==> config.mk <==
export PLATFORM = sky130hd
export DESIGN_NAME = laser_safety_sequencer_flat
export DESIGN_NICKNAME = d
export VERILOG_FILES = /design/src/rtl/laser_safety_sequencer_if.sv /design/src/rtl/laser_safety_sequencer.sv /design/src/flat_wrapper.sv
export SDC_FILE = /design/constraint.sdc
export NUM_CORES = 1
export LEC_CHECK = 0
export CAP_MARGIN = 15
export CORE_AREA = 2 2 93 95
export DETAILED_ROUTE_END_ITERATION = 12
export DIE_AREA = 0 0 95 97
export PLACE_DENSITY_LB_ADDON = 0.3
export REMOVE_ABC_BUFFERS = 1
export SYNTH_ARGS = -nofsm -noshare
export SYNTH_HDL_FRONTEND = slang
export SYNTH_SLANG_ARGS = --single-unit
==> constraint.sdc <==
create_clock -name clk -period 2.5 [get_ports clk]
set_input_delay 0.625 -clock clk [delete_from_list [all_inputs] [get_ports clk]]
set_output_delay 0.625 -clock clk [all_outputs]
set_load 0.005 [all_outputs]
==> src/rtl/laser_safety_sequencer_if.sv <==
// laser_safety_sequencer_if
// Groups the host/limit-checker signals of the laser safety sequencer.
//   arm_req, clear_req         : host arm level and one-cycle clear pulse
//   fail_in, fail_mask         : limit-checker fail flags and ignore mask
//   laser_pulse_in/out         : raw pulse request and gated pulse
//   laser_enable, clear_fail   : registered enable and clear strobe
//   fault_latched, fault_code  : fault status and captured fail bits
//   fault_count, state         : saturating fault counter and FSM state (debug)
// Signalling: there is no valid/ready handshake on this block. arm_req is a
// level whose rising edge arms, clear_req is sampled as a single-cycle pulse,
// and every output is a level that is valid every cycle.
interface laser_safety_sequencer_if;
    logic        arm_req;
    logic        clear_req;
    logic [8:0]  fail_in;
    logic [8:0]  fail_mask;
    logic        laser_pulse_in;
    logic        laser_pulse_out;
    logic        laser_enable;
    logic        clear_fail;
    logic        fault_latched;
    logic [8:0]  fault_code;
    logic [15:0] fault_count;
    logic [2:0]  state;

    modport master (
        output arm_req, clear_req, fail_in, fail_mask, laser_pulse_in,
        input  laser_pulse_out, laser_enable, clear_fail, fault_latched,
               fault_code, fault_count, state
    );

    modport slave (
        input  arm_req, clear_req, fail_in, fail_mask, laser_pulse_in,
        output laser_pulse_out, laser_enable, clear_fail, fault_latched,
               fault_code, fault_count, state
    );
endinterface

==> src/rtl/laser_safety_sequencer.sv <==
// laser_safety_sequencer
// Arms the laser after a host arm edge plus a hold-off, drops the enable on
// the first unmasked fail flag, latches the fault, and sequences the limit
// checker's clear strobe with a final re-check of the flags.
// Ports:
//   clk  : system clock, rising edge
//   rstn : asynchronous active-low reset
//   bus  : laser_safety_sequencer_if.slave (all host / checker signals)
module laser_safety_sequencer #(
    parameter int unsigned ARM_HOLDOFF  = 16,
    parameter int unsigned CLEAR_CYCLES = 4
) (
    input logic                      clk,
    input logic                      rstn,
    laser_safety_sequencer_if.slave  bus
);
    typedef enum logic [2:0] {
        S_DISABLED = 3'd0,
        S_HOLDOFF  = 3'd1,
        S_ARMED    = 3'd2,
        S_FAULT    = 3'd3,
        S_CLEARING = 3'd4
    } state_t;

    localparam logic [15:0] HOLDOFF_LOAD = 16'(ARM_HOLDOFF - 1);
    localparam logic [15:0] CLEAR_LOAD   = 16'(CLEAR_CYCLES - 1);

    state_t      state_q, state_d;
    logic [15:0] cnt_q, cnt_d;
    logic        settle_q, settle_d;   // CLEARING sub-phase: 1 = settle cycle
    logic        arm_req_d;
    logic        laser_enable_q;
    logic        clear_fail_q;
    logic        fault_latched_q;
    logic [8:0]  fault_code_q;
    logic [15:0] fault_count_q;

    logic [8:0]  act_vec;
    logic        act_fail;
    logic        arm_edge;
    logic        enter_fault;
    logic        illegal;

    assign act_vec  = bus.fail_in & ~bus.fail_mask;
    assign act_fail = |act_vec;
    assign arm_edge = bus.arm_req & ~arm_req_d;

    always_comb begin
        state_d  = state_q;
        cnt_d    = cnt_q;
        settle_d = settle_q;
        illegal  = 1'b0;
        case (state_q)
            S_DISABLED: begin
                if (arm_edge) begin
                    if (act_fail) begin
                        state_d = S_FAULT;
                    end else begin
                        state_d = S_HOLDOFF;
                        cnt_d   = HOLDOFF_LOAD;
                    end
                end
            end
            S_HOLDOFF: begin
                if (act_fail)            state_d = S_FAULT;
                else if (!bus.arm_req)   state_d = S_DISABLED;
                else if (cnt_q == 16'd0) state_d = S_ARMED;
                else                     cnt_d   = cnt_q - 16'd1;
            end
            S_ARMED: begin
                // A fail wins over arm_req dropping in the same cycle.
                if (act_fail)          state_d = S_FAULT;
                else if (!bus.arm_req) state_d = S_DISABLED;
            end
            S_FAULT: begin
                if (bus.clear_req) begin
                    state_d  = S_CLEARING;
                    cnt_d    = CLEAR_LOAD;
                    settle_d = 1'b0;
                end
            end
            S_CLEARING: begin
                if (!settle_q) begin
                    if (cnt_q == 16'd0) settle_d = 1'b1;
                    else                cnt_d    = cnt_q - 16'd1;
                end else begin
                    // Settle cycle: flags must be clean to leave the fault path.
                    settle_d = 1'b0;
                    state_d  = act_fail ? S_FAULT : S_DISABLED;
                end
            end
            default: begin
                state_d = S_FAULT;
                illegal = 1'b1;
            end
        endcase
    end

    assign enter_fault = (state_d == S_FAULT) && (state_q != S_FAULT);

    always_ff @(posedge clk or negedge rstn) begin
        if (!rstn) begin
            state_q         <= S_DISABLED;
            cnt_q           <= 16'd0;
            settle_q        <= 1'b0;
            arm_req_d       <= 1'b0;
            laser_enable_q  <= 1'b0;
            clear_fail_q    <= 1'b0;
            fault_latched_q <= 1'b0;
            fault_code_q    <= 9'd0;
            fault_count_q   <= 16'd0;
        end else begin
            state_q         <= state_d;
            cnt_q           <= cnt_d;
            settle_q        <= settle_d;
            arm_req_d       <= bus.arm_req;
            // Outputs are decoded from the next state so they line up with state.
            laser_enable_q  <= (state_d == S_ARMED);
            clear_fail_q    <= (state_d == S_CLEARING) && !settle_d;
            fault_latched_q <= (state_d == S_FAULT) || (state_d == S_CLEARING);
            if (enter_fault) begin
                fault_code_q <= illegal ? 9'd0 : act_vec;
                if (fault_count_q != 16'hFFFF) fault_count_q <= fault_count_q + 16'd1;
            end else if (state_q == S_CLEARING && state_d == S_DISABLED) begin
                fault_code_q <= 9'd0;
            end
        end
    end

    assign bus.laser_pulse_out = bus.laser_pulse_in & laser_enable_q;
    assign bus.laser_enable    = laser_enable_q;
    assign bus.clear_fail      = clear_fail_q;
    assign bus.fault_latched   = fault_latched_q;
    assign bus.fault_code      = fault_code_q;
    assign bus.fault_count     = fault_count_q;
    assign bus.state           = state_q;
endmodule

==> src/flat_wrapper.sv <==
// flat-port wrapper written by rule: the top's interface ports become plain ports
module laser_safety_sequencer_flat 
#(
    parameter int unsigned ARM_HOLDOFF  = 16,
    parameter int unsigned CLEAR_CYCLES = 4
)
  (clk, rstn, bus_arm_req, bus_clear_req, bus_fail_in, bus_fail_mask, bus_laser_pulse_in, bus_laser_pulse_out, bus_laser_enable, bus_clear_fail, bus_fault_latched, bus_fault_code, bus_fault_count, bus_state);
  laser_safety_sequencer_if bus_i ();
  input logic clk;
  input logic rstn;
  input wire logic [$bits(bus_i.arm_req)-1:0] bus_arm_req;
  input wire logic [$bits(bus_i.clear_req)-1:0] bus_clear_req;
  input wire logic [$bits(bus_i.fail_in)-1:0] bus_fail_in;
  input wire logic [$bits(bus_i.fail_mask)-1:0] bus_fail_mask;
  input wire logic [$bits(bus_i.laser_pulse_in)-1:0] bus_laser_pulse_in;
  output wire logic [$bits(bus_i.laser_pulse_out)-1:0] bus_laser_pulse_out;
  output wire logic [$bits(bus_i.laser_enable)-1:0] bus_laser_enable;
  output wire logic [$bits(bus_i.clear_fail)-1:0] bus_clear_fail;
  output wire logic [$bits(bus_i.fault_latched)-1:0] bus_fault_latched;
  output wire logic [$bits(bus_i.fault_code)-1:0] bus_fault_code;
  output wire logic [$bits(bus_i.fault_count)-1:0] bus_fault_count;
  output wire logic [$bits(bus_i.state)-1:0] bus_state;
  assign bus_i.arm_req = bus_arm_req;
  assign bus_i.clear_req = bus_clear_req;
  assign bus_i.fail_in = bus_fail_in;
  assign bus_i.fail_mask = bus_fail_mask;
  assign bus_i.laser_pulse_in = bus_laser_pulse_in;
  assign bus_laser_pulse_out = bus_i.laser_pulse_out;
  assign bus_laser_enable = bus_i.laser_enable;
  assign bus_clear_fail = bus_i.clear_fail;
  assign bus_fault_latched = bus_i.fault_latched;
  assign bus_fault_code = bus_i.fault_code;
  assign bus_fault_count = bus_i.fault_count;
  assign bus_state = bus_i.state;
  laser_safety_sequencer #(.ARM_HOLDOFF(ARM_HOLDOFF), .CLEAR_CYCLES(CLEAR_CYCLES)) u_core (.clk(clk), .rstn(rstn), .bus(bus_i));
endmodule
; Yosys cells after proc, flatten, opt, wreduce, memory -nomap -nowiden
; Cells that the tools add are included.
[word_totals]
register_bits = 49
latch_bits = 0
ramBits = 0
romBits = 0
output_inout_bits = 32
mem_count = 0
[op_classes]
add_sub_neg = 2
n_mul = 0
div = 0
order_cmp = 0
n_eq_ne = 15
shifts = 0
mux = 26
n_bitwise = 5
n_reduce_logical = 14
[ops]
columns = cell, count
row1 = $mux 16, 7
row2 = $pmux 16 s4, 1
row3 = $mux 9, 3
row4 = $mux 3, 8
row5 = $add 16x1->16 const B, 1
row6 = $logic_not 16->1, 1
row7 = $ne 16x16->1 const B, 1
row8 = $sub 16x1->16 const B, 1
row9 = $pmux 3 s5, 1
row10 = $eq 3x2->1 const B, 4
row11 = $ne 2x2->1 const B, 5
row12 = $and 9x9->9, 1
row13 = $not 9->9, 1
row14 = $reduce_or 9->1, 1
row15 = $reduce_and 7->1, 1
row16 = $eq 3x3->1 const B, 2
row17 = $logic_not 3->1, 2
row18 = $reduce_or 5->1, 1
row19 = $mux 2, 2
row20 = $reduce_bool 4->1, 1
row21 = $eq 3x1->1 const B, 1
row22 = $logic_and 1x1->1, 3
row23 = $mux 1, 3
row24 = $ne 3x2->1 const B, 1
row25 = 8 further kinds, 9

; Logic depth before layout (Yosys ltp)
; Gate-level depths: netlist of the first run.
[depth]
ltp_word = 10
mapped_depth = 9
ltp_nobuf = 8

; Worst setup path after synthesis of the first run
; Ideal clock, no wire load.
[synth_timing]
path_kind = input to register
startpoint = input port bus_fail_mask[1]
endpoint = register u_core.fault_count_q[9], in the netlist u_core.bus.fault_count[9]
arrival_ns = 2.038
required_ns = 2.381
slack_ns = 0.344
cell_stages = 6
path_buffers = 0
path_cell_list = nand2b_1 -> and3_1 -> a311oi_2 -> o31ai_2 -> or4b_1 -> o21a_1
[synth_via]
elab_chain_len = 9
word_cells_on_any_way = 13
cone_classes = eq/ne: 1 / mux: 7 / bitwise: 2 / reduce/logical: 3
[synth_lines]
columns = element, line
row1 = start: declaration, flat_wrapper.sv:14  ; input wire logic [$bits(bus_i.fail_mask)-1:0] bus_fail_mask;
row2 = $not 9->9 *, laser_safety_sequencer.sv:44  ; assign act_vec = bus.fail_in & ~bus.fail_mask;
row3 = $and 9x9->9 *, laser_safety_sequencer.sv:44
row4 = $reduce_or 9->1 *, laser_safety_sequencer.sv:45  ; assign act_fail = |act_vec;
row5 = $mux 2 (on tied branches), "laser_safety_sequencer.sv:89, laser_safety_sequencer.sv:56"
row6 = $mux 3 (on tied branches), "laser_safety_sequencer.sv:83, laser_safety_sequencer.sv:55"
row7 = $pmux 3 s5 *, laser_safety_sequencer.sv:53  ; case (state_q)
row8 = $eq 3x2->1 *, laser_safety_sequencer.sv:99  ; assign enter_fault = (state_d == S_FAULT) && (state_q != S_FAULT);
row9 = $logic_and 1x1->1 *, laser_safety_sequencer.sv:99
row10 = $reduce_and 2->1 (no line) *, -
row11 = end signal: assignment, laser_safety_sequencer.sv:123  ; if (fault_count_q != 16'hFFFF) fault_count_q <= fault_count_q + 16'd1;
row12 = end: declaration, laser_safety_sequencer.sv:36  ; logic [15:0] fault_count_q;
; Every way passes the cells marked *; elsewhere a longest branch is shown, timed or not.
; A chain may end at the register's enable or synchronous reset.

; Worst setup path in the final report of the first run
[layout_timing]
startpoint = input port bus_fail_mask[0]
endpoint = register u_core.cnt_q[7]
[layout_via]
elab_chain_len = 5
word_cells_on_any_way = 6
cone_classes = eq/ne: 2 / bitwise: 2 / reduce/logical: 2
[layout_lines]
columns = element, line
row1 = $not 9->9 *, laser_safety_sequencer.sv:44
row2 = $and 9x9->9 *, laser_safety_sequencer.sv:44
row3 = $reduce_or 9->1 *, laser_safety_sequencer.sv:45
row4 = $ne 2x2->1 (no line), -
row5 = $reduce_and 7->1 (no line) *, -
row6 = end signal: assignment, laser_safety_sequencer.sv:114  ; cnt_q <= cnt_d;
row7 = end: declaration, laser_safety_sequencer.sv:29  ; logic [15:0] cnt_q, cnt_d;
; Marks and branches as above.

==> results.cfg, run 1 <==
[placed_design]
port_buffers = 54
preCtsSetupSlack_ns = -0.259
dp_hpwl_mm = 4.85
finalWeightedCongestion = 0.804

[die]
core_sq_mm = 0.00813
ioPinCount = 55
die_w_microns = 95
die_y_microns = 97
start_util_pct = 34.6
dieArea_sq_mm = 0.00922
num_rows = 33

[cts]
ctsHoldBuffers = 0
clk_latency_ns = 0.31
post_cts_buffers = 0
cts_tree = built
numCtsBuffers = 5
clock_sinks = 49
root_buffer = clkbuf_8
cts.path.max_buffers = 2
cts_htree_levels = 2
clk_pin_slew_ns = 0.10

[sta]
finalCritPeriodShare_pct = 95.7
worst_pin_slew_ns = 0.636
fin_skew_ns = 0.0139
maxSlewViolCount = 0
min_period_ns = 2.39
setup_ws_ns = 0.108
slew_headroom_pct = 57.6
maxClockFrequency_mhz = 418
hold_viol = 0
setup_viol = 0
rsz0062_at_grt = true

[setup_path]
cp_max_fo = 15
end_kind = flop
path_class = in2reg
crit_buf_inv = 2
cp_slowest_stage_delay_ns = 0.49
cpMaxStageDelayCell = o41ai_4
cp.arrival_ns = 2.57
crit_path_start_kind = primary input
critPathTopFamily = compound AO/OA/AOI/OAI gates
cp.required_ns = 2.68
path_cells = clkdlybuf4s50_1, nand2b_1, buf_4, nand2_1, o41ai_4, a22oi_4, o31ai_1, o31ai_2

[cells_and_area]
multi_input_area_sq_mm = 0.00153
nNetsFinal = 379
final_util_pct = 46.1
area_delta_synth_final_pct = 33.5
diodes = 0
drive_gt1_share_pct = 18.1
ff_latch_area_sq_mm = 0.00123
fillers = 763

[route]
routed_wl_mm = 6.57
drtAntennaViolNets = 0
firstDrtPassIters = 4
drc = 0
avgRoutedWirePerCell_microns = 14.3
viasPerCell = 5.29
drt_iter0_markers = 90
routed-via-count = 2430

[min_path]
hold_class = in2async

[logic_synthesis]
yosysWarnings = 0
synth-seq-area-share_pct = 43.6
async_flop_share_pct = 100
synth_ff_type = dfrtp_1
syn_avg_cell_area_sq_um = 10.0
netlist-cell-type-count = 58
synth_edf_count = 0
synth_area_sq_mm = 0.00281
ys_ff_latch = 49
postSynthCellCount = 280

[power]
power.density_mw_per_mm2 = 1010
ir_worst_vdd_uv = 418
p_leak_nw = 1.57

[job]
drv_cap = 0

[status]
status = complete, no violations

[global_route]
overflow = 0
grt_pass1_vias = 2378
grt_usage_pct = 14.7
antenna_found_initial = 0
grt_max_degree = 50
grt_first_pass_wirelength_mm = 11.1
-- flip-flops by register name, summed over array words and instances (netlist names) --
name                      cells
u_core.bus.fault_count       16
u_core.cnt_q                 16
u_core.bus.fault_code         9
u_core.bus.state              3
u_core.arm_req_d              1
u_core.bus.clear_fail         1
u_core.bus.fault_latched      1
u_core.bus.laser_enable       1
u_core.settle_q               1
-- power by group --
part           switching [W]  total, W  internal [W]
logic                0.00101   0.00197      0.000954
clock network       0.000278  0.000578      0.000300
registers           0.000251   0.00123      0.000980
total                0.00154   0.00377       0.00223
-- cells by family (layout without fill, tap and decap cells) --
logic type,Yosys count,count (layout),share of synthesized area [%]
xor gates and xnor gates,16,16,4.98
AOI/OAI and AO/OA,62,62,17.9
buffers and inverters,19,93,3.96
and+or+nand+nor,129,129,27.4
DFF,49,49,43.6
muxes,2,2,0.801
adders and majority gates,3,3,1.34
-- worst reg2reg max path, stage by stage, from the launching register on --
cell and delay (ns):
dfrtp_1 0.43, inv_1 0.10, ha_1 0.13, or4b_4 0.46, nor3_4 0.18, nand2_2 0.13
a22oi_4 0.44, nor2_2 0.10, mux2_2 0.27
-- synth_stat cells (3+ instances only) --
master,instances,area [sq um]
nand4_1,5,31.3
and2_1,5,31.3
o31ai_1,21,158
xor2_1,14,123
inv_1,7,26.3
nand2_1,19,71.3
o21ai_2,4,35.0
buf_2,4,20.0
a21oi_1,7,35.0
nor4b_1,3,26.3
o22ai_1,3,18.8
nor2_1,19,71.3
nand3_1,18,90.1
a31oi_1,7,43.8
nor3_1,17,85.1
and3_1,5,31.3
nor3b_1,3,22.5
buf_4,5,37.5
dfrtp_1,49,1230
nor4_2,3,37.5
ha_1,3,37.5
nand2b_1,10,62.6
o41ai_1,3,26.3
o21ai_1,4,20.0
-- path summary, 6_finish.rpt --
check | startpoint | end | slack [ns] | depth (start not counted)
hold reg to reg | u_core.bus.fault_count[14]$_DFFE_PN0P_ | u_core.bus.fault_count[14]$_DFFE_PN0P_ | 0.50 | 1
setup / recovery | bus_fail_mask[0] | u_core.cnt_q[7]$_DFFE_PN0P_ | 0.11 | 8
max in group asynchronous | rstn | u_core.bus.state[2]$_DFF_PN0_ | 1.65 | 2
hold / removal | rstn | u_core.bus.fault_count[4]$_DFFE_PN0P_ | 0.40 | 2
setup reg to reg | u_core.cnt_q[0]$_DFFE_PN0P_ | u_core.cnt_q[0]$_DFFE_PN0P_ | 0.15 | 8
min in group clk | u_core.bus.fault_count[14]$_DFFE_PN0P_ | u_core.bus.fault_count[14]$_DFFE_PN0P_ | 0.50 | 1
-- layout make-up --
type / count / share of cell area, %
Multi-Input combinational cell: 212 / 40.6
Sequential cell: 49 / 32.7
Timing Repair Buffer: 77 / 19.3
Tap cell: 105 / 3.50
Clock buffer: 5 / 1.83
Clock inverter: 3 / 1.23
Inverter: 8 / 0.800
-- metal layers --
metal	global-route usage [%]	wire length [microns]	up-vias	part of all wire [%]
li1	-	-	1192	-
met1	19.6	3050	1184	46
met2	24.3	3140	47	48
met3	3.19	315	7	4.8
met4	3.12	68	0	1.0
met5	0	0	-	0
-- cell usage in the layout, fill, tap and decap left out, types with 3 or more instances in the layout --
master / instances
a21oi_1: 7
a31oi_1: 6
and2_1: 5
and3_1: 5
buf_4: 21
clkbuf_8: 5
clkdlybuf4s50_1: 53
dfrtp_1: 49
ha_1: 3
inv_1: 7
nand2_1: 19
nand2b_1: 10
nand3_1: 18
nand4_1: 5
nor2_1: 18
nor3_1: 17
nor3b_1: 3
o21ai_1: 4
o21ai_2: 4
o22ai_1: 3
o31ai_1: 21
xor2_1: 14
-- through the flow --
stage | cells | area [sq um] | hold slack [ns] | power (W) | TNS, ns
after floorplan | 269 | 2730 | 0.329 | 0.00223 | -7.69
after global placement | 451 | 3590 | 0.482 | 0.00314 | -4.65
after detailed placement | 451 | 3590 | 0.492 | 0.00317 | -5.48
after CTS | 459 | 3710 | 0.431 | 0.00376 | 0
after global routing | 459 | 3750 | 0.471 | 0.00405 | -0.0242
final | 459 | 3750 | 0.396 | 0.00377 | 0
-- repair_timing --
action                                  4_1_cts  5_1_grt
gates resized for setup                       0        8
hold endpoints to repair                      0        0
endpoints found under the setup margin        0       12
(Power assumes the default switching activity.)
==> run 2, diff against run 1 <==
- SKIP_CTS_REPAIR_TIMING: default -> 1
- SLEW_MARGIN: default -> 10
==> results of run 2 <==
Final layout, timing and power as in run 1 (identical DEF).
